`src/rtl/lu_pkg.sv`:
```
// lu_pkg: shared constants, state encoding and emit-time helper for the LU feeder.
package lu_pkg;
  localparam int N          = 4;
  localparam int NLANES     = 7;
  localparam int STREAM_LEN = 10;
  typedef enum logic [1:0] {IDLE, STREAM, DRAIN, DONE} state_e;
  function automatic logic [3:0] emit_time(input logic [1:0] i, input logic [1:0] j);
    return 4'(i) + 4'(j) + 4'((i > j) ? i : j);
  endfunction
endpackage

```
`src/rtl/lu_skew_feeder_if.sv`:
```
// lu_skew_feeder_if: host write port, start/status handshake and the seven diagonal lanes.
interface lu_skew_feeder_if #(parameter int iSZ = 8);
  logic           wr_en;
  logic [1:0]     wr_row;
  logic [1:0]     wr_col;
  logic [iSZ-1:0] wr_data;
  logic           start;
  logic           busy;
  logic           active;
  logic           done;
  logic [iSZ-1:0] oL1, oL2, oL3, oL4, oL5, oL6, oL7;
  modport master (
    output wr_en, wr_row, wr_col, wr_data, start,
    input  busy, active, done, oL1, oL2, oL3, oL4, oL5, oL6, oL7
  );
  modport slave (
    input  wr_en, wr_row, wr_col, wr_data, start,
    output busy, active, done, oL1, oL2, oL3, oL4, oL5, oL6, oL7
  );
endinterface

```
`src/rtl/lu_matrix_store.sv`:
```
// lu_matrix_store: 4x4 element register file with one write port and full parallel read.
module lu_matrix_store
  import lu_pkg::*;
#(
  parameter int iSZ = 8
) (
  input  logic           clk,
  input  logic           rst,
  input  logic           we_i,
  input  logic [1:0]     row_i,
  input  logic [1:0]     col_i,
  input  logic [iSZ-1:0] data_i,
  output logic [iSZ-1:0] mat_o [N][N]
);
  logic [iSZ-1:0] mem_q [N][N];
  always_ff @(posedge clk or posedge rst) begin
    if (rst) mem_q <= '{default: '0};
    else if (we_i) mem_q[row_i][col_i] <= data_i;
  end
  assign mat_o = mem_q;
endmodule

```
`src/rtl/lu_skew_feeder.sv`:
```
// lu_skew_feeder: streams a stored 4x4 matrix onto seven skewed diagonal lanes, drains, then pulses done.
module lu_skew_feeder
  import lu_pkg::*;
#(
  parameter int iSZ       = 8,
  parameter int DRAIN_CYC = 12
) (
  input  logic            clk,
  input  logic            rst,
  lu_skew_feeder_if.slave bus
);
  localparam int CW = $clog2(DRAIN_CYC > STREAM_LEN ? DRAIN_CYC : STREAM_LEN);
  state_e         state_q;
  logic [CW-1:0]  cnt_q;
  logic [iSZ-1:0] lanes_q [NLANES];
  logic           active_q, busy_q, done_q;
  logic           idle_wr;
  logic [iSZ-1:0] mat [N][N];
  logic [iSZ-1:0] eff [N][N];
  logic [iSZ-1:0] lane_d [NLANES];
  logic [3:0]     t_nxt;
  assign idle_wr = bus.wr_en && state_q == IDLE;
  lu_matrix_store #(.iSZ(iSZ)) u_store (
    .clk   (clk),
    .rst   (rst),
    .we_i  (idle_wr),
    .row_i (bus.wr_row),
    .col_i (bus.wr_col),
    .data_i(bus.wr_data),
    .mat_o (mat)
  );
  // Forward a same-cycle write so a start in that cycle streams the new value.
  always_comb begin
    eff = mat;
    if (idle_wr) eff[bus.wr_row][bus.wr_col] = bus.wr_data;
    t_nxt = state_q == IDLE ? 4'd0 : 4'(cnt_q + 1'b1);
    lane_d = '{default: '0};
    for (int i = 0; i < N; i++)
      for (int j = 0; j < N; j++)
        if (emit_time(2'(i), 2'(j)) == t_nxt) lane_d[j - i + 3] = eff[i][j];
  end
  always_ff @(posedge clk or posedge rst) begin
    if (rst) begin
      state_q  <= IDLE;
      cnt_q    <= '0;
      lanes_q  <= '{default: '0};
      active_q <= 1'b0;
      busy_q   <= 1'b0;
      done_q   <= 1'b0;
    end else begin
      case (state_q)
        IDLE: if (bus.start) begin
          state_q  <= STREAM;
          cnt_q    <= '0;
          lanes_q  <= lane_d;
          active_q <= 1'b1;
          busy_q   <= 1'b1;
        end
        STREAM: if (cnt_q == CW'(STREAM_LEN - 1)) begin
          state_q  <= DRAIN;
          cnt_q    <= '0;
          lanes_q  <= '{default: '0};
          active_q <= 1'b0;
        end else begin
          cnt_q   <= cnt_q + 1'b1;
          lanes_q <= lane_d;
        end
        DRAIN: if (cnt_q == CW'(DRAIN_CYC - 1)) begin
          state_q <= DONE;
          cnt_q   <= '0;
          busy_q  <= 1'b0;
          done_q  <= 1'b1;
        end else begin
          cnt_q <= cnt_q + 1'b1;
        end
        default: begin
          state_q <= IDLE;
          done_q  <= 1'b0;
        end
      endcase
    end
  end
  assign bus.oL1    = lanes_q[0];
  assign bus.oL2    = lanes_q[1];
  assign bus.oL3    = lanes_q[2];
  assign bus.oL4    = lanes_q[3];
  assign bus.oL5    = lanes_q[4];
  assign bus.oL6    = lanes_q[5];
  assign bus.oL7    = lanes_q[6];
  assign bus.active = active_q;
  assign bus.busy   = busy_q;
  assign bus.done   = done_q;
endmodule

```
`src/flat_wrapper.sv`:
```
// flat-port wrapper written by rule: the top's interface ports become plain ports
module lu_skew_feeder_flat import lu_pkg::*;
#(
  parameter int iSZ       = 8,
  parameter int DRAIN_CYC = 12
)
  (clk, rst, bus_wr_en, bus_wr_row, bus_wr_col, bus_wr_data, bus_start, bus_busy, bus_active, bus_done, bus_oL1, bus_oL2, bus_oL3, bus_oL4, bus_oL5, bus_oL6, bus_oL7);
  lu_skew_feeder_if #(.iSZ(iSZ)) bus_i ();
  input  logic clk;
  input  logic rst;
  input wire logic [$bits(bus_i.wr_en)-1:0] bus_wr_en;
  input wire logic [$bits(bus_i.wr_row)-1:0] bus_wr_row;
  input wire logic [$bits(bus_i.wr_col)-1:0] bus_wr_col;
  input wire logic [$bits(bus_i.wr_data)-1:0] bus_wr_data;
  input wire logic [$bits(bus_i.start)-1:0] bus_start;
  output wire logic [$bits(bus_i.busy)-1:0] bus_busy;
  output wire logic [$bits(bus_i.active)-1:0] bus_active;
  output wire logic [$bits(bus_i.done)-1:0] bus_done;
  output wire logic [$bits(bus_i.oL1)-1:0] bus_oL1;
  output wire logic [$bits(bus_i.oL2)-1:0] bus_oL2;
  output wire logic [$bits(bus_i.oL3)-1:0] bus_oL3;
  output wire logic [$bits(bus_i.oL4)-1:0] bus_oL4;
  output wire logic [$bits(bus_i.oL5)-1:0] bus_oL5;
  output wire logic [$bits(bus_i.oL6)-1:0] bus_oL6;
  output wire logic [$bits(bus_i.oL7)-1:0] bus_oL7;
  assign bus_i.wr_en = bus_wr_en;
  assign bus_i.wr_row = bus_wr_row;
  assign bus_i.wr_col = bus_wr_col;
  assign bus_i.wr_data = bus_wr_data;
  assign bus_i.start = bus_start;
  assign bus_busy = bus_i.busy;
  assign bus_active = bus_i.active;
  assign bus_done = bus_i.done;
  assign bus_oL1 = bus_i.oL1;
  assign bus_oL2 = bus_i.oL2;
  assign bus_oL3 = bus_i.oL3;
  assign bus_oL4 = bus_i.oL4;
  assign bus_oL5 = bus_i.oL5;
  assign bus_oL6 = bus_i.oL6;
  assign bus_oL7 = bus_i.oL7;
  lu_skew_feeder #(.iSZ(iSZ), .DRAIN_CYC(DRAIN_CYC)) u_core (.clk(clk), .rst(rst), .bus(bus_i));
endmodule
```
`config.mk`:
```
export PLATFORM = sky130hd
export DESIGN_NAME = lu_skew_feeder_flat
export DESIGN_NICKNAME = d
export VERILOG_FILES = /design/src/rtl/lu_pkg.sv /design/src/rtl/lu_skew_feeder_if.sv /design/src/rtl/lu_matrix_store.sv /design/src/rtl/lu_skew_feeder.sv /design/src/flat_wrapper.sv
export SDC_FILE = /design/constraint.sdc
export NUM_CORES = 1
export LEC_CHECK = 0
export BUFFER_PORTS_ARGS = -buffer_cell sky130_fd_sc_hd__buf_2
export CAP_MARGIN = 10
export CELL_PAD_IN_SITES_DETAIL_PLACEMENT = 1
export CELL_PAD_IN_SITES_GLOBAL_PLACEMENT = 2
export CORE_ASPECT_RATIO = 1.25
export CORE_MARGIN = 2
export CORE_UTILIZATION = 44
export CTS_CLUSTER_SIZE = 24
export DETAILED_ROUTE_END_ITERATION = 10
export PLACE_DENSITY_LB_ADDON = 0.1
export SYNTH_ARGS = -nofsm -noshare
export SYNTH_HDL_FRONTEND = slang
export SYNTH_SLANG_ARGS = --single-unit
```
`constraint.sdc`:
```
create_clock -name clk -period 9.4 [get_ports clk]
set_input_delay 0.94 -clock clk [delete_from_list [all_inputs] [get_ports clk]]
set_output_delay 0.94 -clock clk [all_outputs]
set_load 0.03 [all_outputs]
```
==> results of run 1 <==
==> worst max-delay path: cells and delay by family (launching register included) <==
kind                       cells  cell delay, ns
muxes                          1            0.34
DFF                            1            0.39
adders and majority gates      1            0.78
AOI/OAI and AO/OA              2            0.38
and+or+nand+nor                2            0.80
buffers and inverters          2            0.73
==> cell type report <==
type / count / share of cell area (%)
clock inverter: 14 / 1.54
sequential: 193 / 51.3
multi-input combinational: 360 / 32.3
tap: 232 / 3.08
clock buffer: 18 / 4.56
timing repair buffer: 79 / 4.33
inverter: 70 / 2.87
==> routing by layer <==
layer	track usage (%)	up-vias	wire, um
li1	-	2460	-
met1	28.4	2859	9420
met4	6.33	0	364
met2	39.0	100	10900
met3	4.09	26	628
met5	0	-	0
==> stage by stage <==
stage | setup slack, ns | hold slack, ns | utilization [%] | instances
after floorplan | 3.20 | 0.446 | - | 661
after global placement | 5.97 | 0.460 | 47.4 | 934
after detailed placement | 5.78 | 0.472 | 47.4 | 934
after CTS | 5.77 | 0.490 | 50.5 | 966
after global routing | 5.50 | 0.511 | 50.5 | 966
final | 5.77 | 0.482 | 50.5 | 966
==> synth_stat cells (2+ instances only) <==
cell,count
dfrtp_1,193
o211ai_1,2
nor3b_1,2
nor2_1,6
nand2b_1,15
o221ai_1,33
o21ai_0,8
inv_1,70
mux2i_1,66
buf_2,13
nand2_1,60
or3_1,4
o22a_1,7
xor2_1,2
buf_1,2
nand3b_1,4
nor3_1,3
clkbuf_1,18
a31oi_1,2
ha_1,5
mux2_2,56
a22o_1,16
a32oi_1,17
nor2b_1,4
o2111ai_1,8
mux2_4,8
a21oi_1,2
nor2_2,9
buf_6,4
==> power by group through the flow <==
stage	combinational (mW)	sequential (mW)	clock (mW)
finish	0.813	1.21	0.711
global route	0.904	1.24	0.766
CTS	0.820	1.21	0.731
detailed placement	0.811	1.22	0
global placement	0.776	1.20	0
floorplan	0.572	1.23	0
==> worst max-delay path by stage <==
stage                     cells after the start  slack [ns]           endpoint              start
after floorplan                               1        3.20  u_core.bus.active                rst
after global placement                        8        5.97  u_core.bus.oL6[4]  u_core.state_q[0]
after detailed placement                      8        5.78  u_core.bus.oL6[1]  u_core.state_q[0]
after CTS                                     8        5.77  u_core.bus.oL6[0]  u_core.state_q[0]
after global routing                          8        5.50  u_core.bus.oL2[2]  u_core.state_q[0]
final                                         8        5.77  u_core.bus.oL6[0]  u_core.state_q[0]
==> cells by family after synthesis <==
group,count (synthesis),share of synthesized area [%]
AOI/OAI and AO/OA,106,11.2
xor gates and xnor gates,2,0.211
adders and majority gates,5,0.753
buffers and inverters,108,5.48
DFF,193,58.1
muxes,130,17.0
and+or+nand+nor,117,7.32
==> sequential cells by signal, indices dropped and copies added (netlist names), 2 cells and up <==
signal                flops
u_core.u_store.mat_o    128
u_core.cnt_q              4
u_core.bus.oL6            8
u_core.bus.oL2            8
u_core.bus.oL4            8
u_core.state_q            2
u_core.bus.oL3            8
u_core.bus.oL5            8
u_core.bus.oL1            8
u_core.bus.oL7            8
==> results.md, run 1 <==
- Status: complete, no violations
- Die area: approximately 20000 sq um
- CP arrival: approximately 3.9 ns
- Final period utilization: around two fifths
- Root Buffer: clkbuf_16
- Synthesized cell area: 8310 sq um
- Element type at the critical path end: flop
- Initial antenna violation count: 0
- Largest net degree at the start of global routing: between 100 and 150
- Hold-critical path depth: 2
- Syn nets: slightly below 700
- Clk pwr share: between 20% and 30%
- Post-synthesis sequential area ratio: a little under 60%
- Hold Path End: u_core.u_store.mat_o[36]
- RSZ-0062 raised after global routing: no
- Layout cell share with drive strength beyond 1: roughly a quarter
- Starting Density: 44.6%
- # setup viols final: 0
- Vias in the first global route: ~6000
- # rows: 56
- Crit-path cells: inv_1 -> ha_1 -> mux2i_4 -> buf_4 -> a41oi_4 -> and2b_1 -> nand2_1 -> o221ai_1
- GRT Util Overall: between 20% and 30%
- Post-CTS Hold Buffers: 0
- TritonCTS Buffers: 17
- Wire per inst: around 22 um
- Ant diodes: 0
- RR Endpoint: u_core.bus.oL6[0]
- Seq. cell area: about 4800 sq um
- Worst Path Required: between 9 and 10 ns
- First-pass GRT wire length: 33900 um
- Chip height: about 160 um
- Library cells used by synthesis: 51
- Clk_skew: a little under 0.009 ns
- Vias/cell: 5.64
- Worst-case reg-to-reg path depth: 8
- Hold Crit Start: u_core.u_store.mat_o[36]
- Hold Crit Class: flop to flop
- DP HPWL: around 13000 um
- Number of synthesized register bits: around 190
- Final setup TNS: 0 ns
- Final instance area: between 9000 and 10000 sq um
- Number of synthesized flops with an enable pin: 0
- Antenna viol nets, final: 0
- Synth area leader: dfrtp_1
- Slew of the pin with the lowest slew margin: around 0.98 ns
- Max stage delay on crit path: 0.78 ns
- Worst vdd ir: 0.268 mV
- Mapped Avg Cell Area: 12.6 sq um
- Max clock buf depth: 2
- Routed wire length: ~21000 um
- Leakage: a little under 5 nW
- CP max FO: 57
- H-Tree Depth: 4
- Max Cap Viol: 0
- # nets final: 742
- GRT overflow: 0
- Cell Area, Placed: 8840 sq um
- Synthesized instance count: approximately 660
- Most common cell after layout, fill and taps aside: dfrtp_1
- Part of the power in registers: 44.2%
- CTS Sinks: around 190
- Most frequent cells in the layout: dfrtp_1 (193), buf_2 (74), inv_1 (69)
- Port bufs: 74
- Logic pwr share: between 20 and 30%
- Synth Warn #: 0
- CTS tree: built
- Core ar.: around 19000 sq um
- Worst skew pair latency: around 0.43 ns
- Filler cells: roughly 1900
- Power Total: between 2 and 3 mW
- Die X: 127 um
- Iter 0 DRT Violations: 273
- P&R area growth vs syn: 13.2%
- PwrDens: between 200 and 300 nW/um^2
- Initial DRT Pass Iterations: 4
- Clock slew at reported path FFs: 0.07 ns
- Psw: between 0.9 and 1 mW
- Placer congestion estimate: 0.770
- Slew Viols, Final: 0
- Final min period: 3.63 ns
- Vias: ~5400
- Setup Crit Path Kind: flop to flop
- Setup Fix Bufs, Post-CTS: 0
- Cell Int Power: about 1.8 mW
- Max Clock Freq: 275 MHz
- Post-synth top area share: 58.1%
- # IOs: 75
- CP startpoint kind: flop
- Post-CTS sizing: 0
- Area of the multi-input gates: about 3000 sq um
- Flop2flop setup slack: 5.77 ns
- RR Startpoint: u_core.state_q[0]
- Synth area leaders: dfrtp_1 (58%), mux2i_1 (7.9%), mux2_2 (7.6%)
- Worst path slowest cell: ha_1
- Max transition margin: roughly a third
- Main synth FF type: dfrtp_1
- Switch share: between 30% and 40%
- Final Hold Fails: 0
- DRC: 0
- Async SR Flop Fraction: between 90% and 100%
Note: power is estimated with default switching activity, not from simulation.
==> inputs of run 2 (changes only) <==
Settings changed: CORE_UTILIZATION 44 to 37.
Clock period 9.4 ns to 3 ns, I/O delays scaled along.
==> run 2 against run 1 <==
  * Critical path depth down 1
  * Via count about the same
  * Cell area is 2.8% higher
  * Clock power rose to 3.4 times the previous value
  * Sequential power grew to 3.1 times the previous value
  * Worst setup slack got worse by 5.4 ns
  * Utilization is 6.8 points lower
  * Largest power group unchanged
==> results.md, run 2 (same netlist as run 1, synthesis figures left out) <==
- Leakage: slightly below 5 nW
- Element type at the critical path end: flop
- PwrDens: between 900 and 1000 nW/um^2
- Post-CTS sizing: 0
- Final min period: 2.62 ns
- P&R area growth vs syn: 16.5%
- CP arrival: between 2 and 3 ns
- Placer congestion estimate: about 0.74
- Vias in the first global route: 5969
- CTS Sinks: roughly 190
- Crit-path cells: inv_1 -> ha_1 -> nand4b_1 -> nor2_2 -> mux2_2 -> a32oi_1 -> o221ai_1
- Worst-case reg-to-reg path depth: 7
- Vias/cell: about 5.3
- # nets final: between 700 and 800
- Starting Density: around 38%
- Status: complete, no violations
- Max clock buf depth: 2
- Worst skew pair latency: between 0.4 and 0.5 ns
- Post-Layout Cell Count: between 1000 and 1500
- GRT Util Overall: a little under a fifth
- Chip height: ~170 um
- Routed wire length: approximately 22000 um
- H-Tree Depth: 4
- Clk_skew: ~0.0079 ns
- Setup Fix Bufs, Post-CTS: 0
- Port bufs: 74
- Worst vdd ir: 0.526 mV
- Root Buffer: clkbuf_16
- RR Startpoint: u_core.state_q[0]
- # rows: approximately 60
- RSZ-0062 raised after global routing: no
- Core ar.: around 22000 sq um
- Max reg flops: around 130
- Flop2flop setup slack: 0.38 ns
- Max Clock Freq: around 380 MHz
- Slew Viols, Final: 0
- Antenna viol nets, final: 0
- DP HPWL: roughly 14000 um
- Power Total: between 8 and 9 mW
- Vias: around 5400
- Cell Area, Placed: between 9000 and 10000 sq um
- Most frequent cells in the layout: dfrtp_1 (193), buf_2 (74), inv_1 (69)
- Die X: around 140 um
- Max stage delay on crit path: around 0.48 ns
- Placed Cells incl. Taps: around 1000
- Final period utilization: 87.3%
- Final Hold Fails: 0
- CP startpoint kind: flop
- Ant diodes: 0
- Post-CTS Hold Buffers: 1
- Max Cap Viol: 0
- Setup Crit Path Kind: flop to flop
- Largest net degree at the start of global routing: 80
- Clock slew at reported path FFs: 0.07 ns
- Wire per inst: ~21 um
- Iter 0 DRT Violations: roughly 230
- CTS tree: built
- # IOs: between 70 and 80
- DRC: 0
- GRT overflow: 0
- TritonCTS Buffers: 17
- CP startpoint: u_core.state_q[0]
- Final instance area: between 9000 and 10000 sq um
- Hold Crit Class: primary input to flop
- Most common cell after layout, fill and taps aside: dfrtp_1
- Hold-critical path depth: 3
- Final setup TNS: 0 ns
- CP max FO: 8
- First-pass GRT wire length: about 35000 um
- # setup viols final: 0
- Initial antenna violation count: 0
- Worst Path Required: 3.30 ns
- Max transition margin: about two fifths
- Worst path slowest cell: nor2_2
- Hold Crit Start: bus_start
- Layout cell share with drive strength beyond 1: approximately 28%
- Slew of the pin with the lowest slew margin: 0.899 ns
- Initial DRT Pass Iterations: 4
- Die area: ~24000 sq um
## run 2: cell types whose count changed in the layout (fill, tap and decap cells not counted), sizes merged
cell / previous run / this run
buf: 79 / 91
bufinv: 1 / 2
dlygate4sd3: 0 / 1
clkbuf: 18 / 17
inv: 78 / 76
clkinv: 4 / 6
## run 2: layout make-up
| cell class | instances | area [sq um] |
|---|---|---|
| inverters | 70 | 267 |
| clock buffers | 17 | 425 |
| fillers | 2359 | 12500 |
| clock inverters | 15 | 219 |
| repair buffers | 92 | 546 |
| flip-flops and latches | 193 | 4830 |
| multi-input cells | 360 | 3040 |
| well taps | 283 | 354 |
## run 2: final timing paths
kind,to
worst max-delay path,u_core.bus.oL5[5]
worst min-delay path,u_core.bus.active
worst max register to register,u_core.bus.oL5[5]
worst min register to register,u_core.u_store.mat_o[69]
max in group asynchronous,u_core.cnt_q[3]
min in group asynchronous,u_core.bus.oL6[3]
## run 2: power by group
part / internal [mW] / switching [mW]
combinational: 0.971 / 1.67
sequential: 3.48 / 0.294
clock: 1.29 / 1.12
total: 5.74 / 3.08
## run 2: critical path: cells and delay by family (launching register included)
kind,cells,cell delay (ns)
AO/OA/AOI/OAI,2,0.35
AND/OR/NAND/NOR,2,0.79
buffers and inverters,1,0.10
adder cells (fa/ha/maj),1,0.45
multiplexers,1,0.41
flip-flops,1,0.39
## run 2: routing by layer
metal,global-route usage [%],share of wire [%]
met1,23.5,44
met2,34.9,52
met3,3.51,3.1
met4,4.08,0.62
met5,0,0
## run 2: per-stage QoR
stage	hold WS, ns	setup WS, ns	utilization, %
floorplan	0.438	0.210	-
global placement	0.414	0.478	40.8
detailed placement	0.426	0.358	40.8
CTS	0.256	0.350	43.7
global route	0.273	0.161	43.7
finish	0.271	0.382	43.7
